--- config.mk ---
export PLATFORM = sky130hd
export DESIGN_NAME = prbs_step_comb
export DESIGN_NICKNAME = d
export VERILOG_FILES = /design/src/rtl/prbs_step_comb.sv
export SDC_FILE = /design/constraint.sdc
export NUM_CORES = 1
export LEC_CHECK = 0
export BUFFER_PORTS_ARGS = -buffer_cell sky130_fd_sc_hd__buf_2
export CORE_AREA = 4 4 41 43
export DETAILED_ROUTE_END_ITERATION = 16
export DIE_AREA = 0 0 45 47
export MAX_ROUTING_LAYER = met4
export PLACE_DENSITY = 0.48
export REMOVE_ABC_BUFFERS = 1
export SLEW_MARGIN = 20
export SYNTH_ARGS = -nofsm -noshare
export SYNTH_HDL_FRONTEND = slang
export SYNTH_SLANG_ARGS = --single-unit
--- constraint.sdc ---
create_clock -name vclk -period 2.2
set_clock_uncertainty 0.15 [all_clocks]
set_input_delay 0.11 -clock vclk [all_inputs]
set_output_delay 0.11 -clock vclk [all_outputs]
set_load 0.02 [all_outputs]
--- src/rtl/prbs_step_comb.sv ---
// One parallel step of a Fibonacci LFSR: DW output bits plus the following state.
module prbs_step_comb #(
   parameter int unsigned     POL_W    = 7,
   parameter logic [POL_W:0]  POL_MASK = 8'hC0,
   parameter int unsigned     DW       = 16
) (
   input  logic [POL_W-1:0] state,
   output logic [DW-1:0]    pn,
   output logic [POL_W-1:0] next_state
);

   // Bits are produced MSB first; each new bit only looks at older (higher) bits.
   function automatic logic [DW-1:0] step(input logic [POL_W-1:0] s);
      logic [DW+POL_W-1:0] e;
      e = {s, {DW{1'b0}}};
      for (int i = int'(DW) - 1; i >= 0; i--) begin
         e[i] = ^(e[i +: POL_W+1] & POL_MASK);
      end
      return e[DW-1:0];
   endfunction

   assign pn         = step(state);
   assign next_state = pn[POL_W-1:0];

endmodule

==> flow_metrics.env, run 1 <==
export IMPL_port_buffer_count=30
export IMPL_gp_congestion=0.649
export IMPL_cp_end_kind="primary output"
export IMPL_crit_required_ns=1.94
export IMPL_worstPathArrival_ns=1.04
export IMPL_p_leak_nw=0.184
export IMPL_cts_resized=0
export IMPL_worstMarginPinSlew_ns=0.444
export IMPL_fp_row_count=13
export IMPL_yosysWarnings=0
export IMPL_period_share_pct=59.2
export IMPL_dieArea_sq_mm=0.00212
export IMPL_seq_area_sq_um=0
export IMPL_crit_chain="buf_2 > xnor2_1 > xnor2_1 > buf_2"
export IMPL_drt_total_wl_um=657
export IMPL_core_sq_mm=0.00130
export IMPL_synth_top_cell_area_share_pct=40.2
export IMPL_fillers=160
export IMPL_place_ws_ns=0.879
export IMPL_path_class="input port to primary output"
export IMPL_relSlewSlack_pct=70.2
export IMPL_cp_slowest_cell="xnor2_1"
export IMPL_crit_path_start_kind="input port"
export IMPL_hpwl_um=631
export IMPL_drive_above_1_share_pct=64.6
export IMPL_grt_max_degree=6
export IMPL_critPathTopFamily="XOR/XNOR gates"
export IMPL_synth_cell_types=6
export IMPL_min_to="pn[8]"
export IMPL_seq_cell_count=0
export IMPL_worst_slack_ns=0.898
export IMPL_die_w_um=45
export IMPL_synthTopCellsByArea="xor2_1, buf_4, xnor2_1"
export IMPL_slew_violations=0
export IMPL_multi_input_area_sq_um=156
export IMPL_power_density_mw_per_mm2=552
export IMPL_critPathLaunch="state[5]"
export IMPL_viasPerCell=3.54
export IMPL_fin_crit_ns=1.30
export IMPL_postLayoutCoreUtil_pct=25.3
export IMPL_path_buf_inv=2
export IMPL_grt_overflow=0
export IMPL_grt_pass1_wl_um=931
export IMPL_rsz0062_at_grt="false"
export IMPL_areaGrowthSynthToFinish_pct=51.1
export IMPL_synth_avg_cell_area_sq_um=8.37
export IMPL_placed_cell_area_sq_um=329
export IMPL_ir_drop_mv=0.138
export IMPL_slowest_delay_ns=0.40
export IMPL_hold_depth=3
export IMPL_vias=223
export IMPL_grt_pass1_vias=200
export IMPL_total_power_mw=0.182
export IMPL_max_freq_mhz=768
export IMPL_drtAntennaViolNets=0
export IMPL_hp_start="state[6]"
export IMPL_crit_fanout=4
export IMPL_drt_iter0_markers=0
export IMPL_cts_hold_buffers_added=0
export IMPL_antenna_found_initial=0
export IMPL_grt_use_total_pct=5.86
export IMPL_synth_most_common_cell="xor2_1"
export IMPL_die_h_um=47
export IMPL_status="finished clean"
export IMPL_n_antenna_cell=0
export IMPL_detail_route_wl_per_cell_um=10.4
export IMPL_synth_top_cell_by_area="xor2_1"
export IMPL_dr_pass1_iters=1
export IMPL_io_pins=30
export IMPL_stdcell_area_sq_um=329
export IMPL_setup_violations=0
export IMPL_yosysSeqAreaShare_pct=0
export IMPL_start_util_pct=16.7
export IMPL_syn_instance_count=26
export IMPL_drv_cap=0
export IMPL_hold_class="input port to primary output"
export IMPL_finalSetupTns_ns=0
export IMPL_fin_nets=57
export IMPL_synthTopCellsByCount="xor2_1, buf_4, xnor2_1"
export IMPL_synth_area_sq_um=218
export IMPL_finalHoldViolCount=0
export IMPL_nClkBuffers=0
export IMPL_route_detailed_drc=0
export IMPL_postCtsSetupRepairBufs=0
## cell type report
type	instances	area share, %
multi-input combinational	17	47.5
timing repair buffer	30	45.6
tap	15	5.70
inverter	1	1.14
## cells by family after synthesis
| group | Yosys count | share of synthesized area, % |
|---|---|---|
| xor gates and xnor gates | 17 | 71.8 |
| buffers and inverters | 9 | 28.2 |
## power by group
group / internal [mW] / switching, mW / total [mW]
Clock: 0 / 0 / 0
Sequential: 0 / 0 / 0
Combinational: 0.0606 / 0.121 / 0.182
Total: 0.0606 / 0.121 / 0.182
## metal layers
metal	GRT usage (%)	vias up	routed length, um
met5	-	-	0
met2	11.0	16	329
met1	7.45	94	244
met4	0	0	0
li1	-	113	-
met3	0	0	83
## worst max path at each step
stage,endpoint,slack [ns],cells past startpoint
6_report,next_state[1],0.90,4
5_1_grt,next_state[1],0.77,4
4_1_cts,next_state[1],0.88,4
3_5_place_dp,next_state[1],0.88,4
3_3_place_gp,pn[1],0.90,4
2_1_floorplan,next_state[2],0.73,2
## through the flow
stage               hold WS (ns)  instances
floorplan                  0.182         18
global placement           0.394         63
detailed placement         0.391         63
CTS                        0.391         63
global route               0.411         63
finish                     0.388         63
## cell usage in the layout (no fill, tap or decap), drive strengths merged
| cell type | synthesis | final |
|---|---|---|
| buf | 8 | 30 |
| xor2 | 11 | 11 |
| xnor2 | 6 | 6 |
| inv | 1 | 1 |
(Power assumes the default switching activity.)
==> run 2, diff against run 1 <==
Settings changed: ABC_AREA set to 1, PLACE_DENSITY 0.48 to 0.54.
Clock period 2.2 ns to 1.2 ns, I/O delays scaled along.
==> flow_metrics.env, run 2 <==
export IMPL_status="finished clean"
export IMPL_areaGrowthSynthToFinish_pct=45.9
export IMPL_place_ws_ns=0.104
export IMPL_fp_row_count=13
export IMPL_setup_violations=0
export IMPL_path_class="input port to primary output"
export IMPL_drt_iter0_markers=4
export IMPL_worstMarginPinSlew_ns=0.228
export IMPL_n_antenna_cell=0
export IMPL_die_h_um=47
export IMPL_max_freq_mhz=938
export IMPL_die_w_um=45
export IMPL_drtAntennaViolNets=0
export IMPL_synth_area_sq_um=292
export IMPL_hold_class="input port to primary output"
export IMPL_period_share_pct=88.8
export IMPL_synth_top_cell_by_area="nand2_1"
export IMPL_cp_slowest_cell="buf_2"
export IMPL_rsz0062_at_grt="false"
export IMPL_yosysSeqAreaShare_pct=0
export IMPL_crit_fanout=4
export IMPL_dieArea_sq_mm=0.00212
export IMPL_io_pins=30
export IMPL_p_leak_nw=0.279
export IMPL_drive_above_1_share_pct=45.3
export IMPL_synth_avg_cell_area_sq_um=5.72
export IMPL_synth_most_common_cell="nand2_1"
export IMPL_vias=365
export IMPL_fin_crit_ns=1.07
export IMPL_worstPathArrival_ns=0.86
export IMPL_drv_cap=0
export IMPL_synth_top_cell_area_share_pct=25.8
export IMPL_antenna_found_initial=0
export IMPL_seq_cell_count=0
export IMPL_drt_total_wl_um=746
export IMPL_start_util_pct=22.4
export IMPL_layout_common_cells="buf_2, nand2_1, inv_1, xor2_1, nand3_1"
export IMPL_crit_chain="buf_2 > xnor2_1 > buf_4 > xor2_1 > buf_2"
export IMPL_hp_start="state[1]"
export IMPL_core_sq_mm=0.00130
export IMPL_yosysWarnings=0
export IMPL_syn_instance_count=51
export IMPL_grt_use_total_pct=6.75
export IMPL_path_buf_inv=3
export IMPL_worst_slack_ns=0.134
export IMPL_grt_overflow=0
export IMPL_dr_pass1_iters=4
export IMPL_finalHoldViolCount=0
export IMPL_critPathLaunch="state[4]"
export IMPL_crit_top_cell="buf_2"
export IMPL_seq_area_sq_um=0
export IMPL_crit_path_start_kind="input port"
export IMPL_hpwl_um=694
export IMPL_relSlewSlack_pct=84.8
export IMPL_postLayoutCoreUtil_pct=32.7
export IMPL_port_buffer_count=30
export IMPL_nClkBuffers=0
export IMPL_critPathTopFamily="buffers and inverters"
export IMPL_grt_max_degree=6
export IMPL_slew_violations=0
export IMPL_fin_nets=84
export IMPL_synth_cell_types=7
export IMPL_synthTopCellsByCount="nand2_1, buf_4, inv_1, xor2_1, nand3_1"
export IMPL_cp_endpoint="next_state[2]"
export IMPL_detail_route_wl_per_cell_um=8.29
export IMPL_grt_pass1_vias=259
export IMPL_gp_congestion=0.629
export IMPL_ir_drop_mv=0.275
export IMPL_slowest_delay_ns=0.19
export IMPL_path_depth=5
export IMPL_mostFrequentLayoutCell="buf_2"
export IMPL_power_density_mw_per_mm2=903
export IMPL_cts_hold_buffers_added=0
export IMPL_viasPerCell=4.06
export IMPL_grt_pass1_wl_um=1120
export IMPL_cp_end_kind="primary output"
export IMPL_route_detailed_drc=0
export IMPL_crit_required_ns=0.99
export IMPL_synthTopCellsByArea="nand2_1, xor2_1, buf_4"
export IMPL_hold_slack_ns=0.357
[run 2: timing repair]
item                                    4_1_cts  5_1_grt
endpoints found under the hold margin         0        0
resized for setup                             0        2
buffers inserted                              0        0
endpoints found under the setup margin        0        4
[run 2: how the worst min path moves through the flow]
stage                               end  slack, ns  cells past startpoint
after global placement    next_state[6]       0.35                      3
after floorplan                  pn[11]       0.08                      1
after detailed placement         pn[12]       0.35                      3
final                            pn[11]       0.36                      3
after CTS                        pn[12]       0.35                      3
after global routing             pn[11]       0.39                      3
[run 2: report_power, final]
group	total [mW]	internal, mW	switching (mW)
Sequential	0	0	0
Combinational	0.384	0.128	0.256
Clock	0	0	0
[run 2: area by class of cell]
class	instances	area, sq um
Multi-Input combinational cell	37	223
Inverter	7	26.3
Timing Repair Buffer	31	158
Tap cell	15	18.8
Fill cell	163	876
[run 2: metal layers]
metal  vias up  GRT usage [%]  share of wire [%]
met2        14           11.3                 50
met4         0              0                  0
met1       157           9.68                 42
met3         0              0                7.9
met5         -              -                  0
li1        194              -                  -
[run 2: kinds of logic (layout without fill, tap and decap cells)]
logic type    Yosys count  after routing  synth area share, %
xor+xnor               12             12                 38.6
buf+inv                14             38                 27.0
simple gates           25             25                 34.3
[run 2: per-stage QoR]
stage / area, sq um / instances / power [mW] / TNS, ns
after CTS: 415 / 90 / 0.386 / 0
final: 425 / 90 / 0.384 / 0
after detailed placement: 415 / 90 / 0.385 / 0
after global routing: 425 / 90 / 0.418 / 0
after global placement: 415 / 90 / 0.385 / 0
after floorplan: 239 / 44 / 0.243 / -0.0702
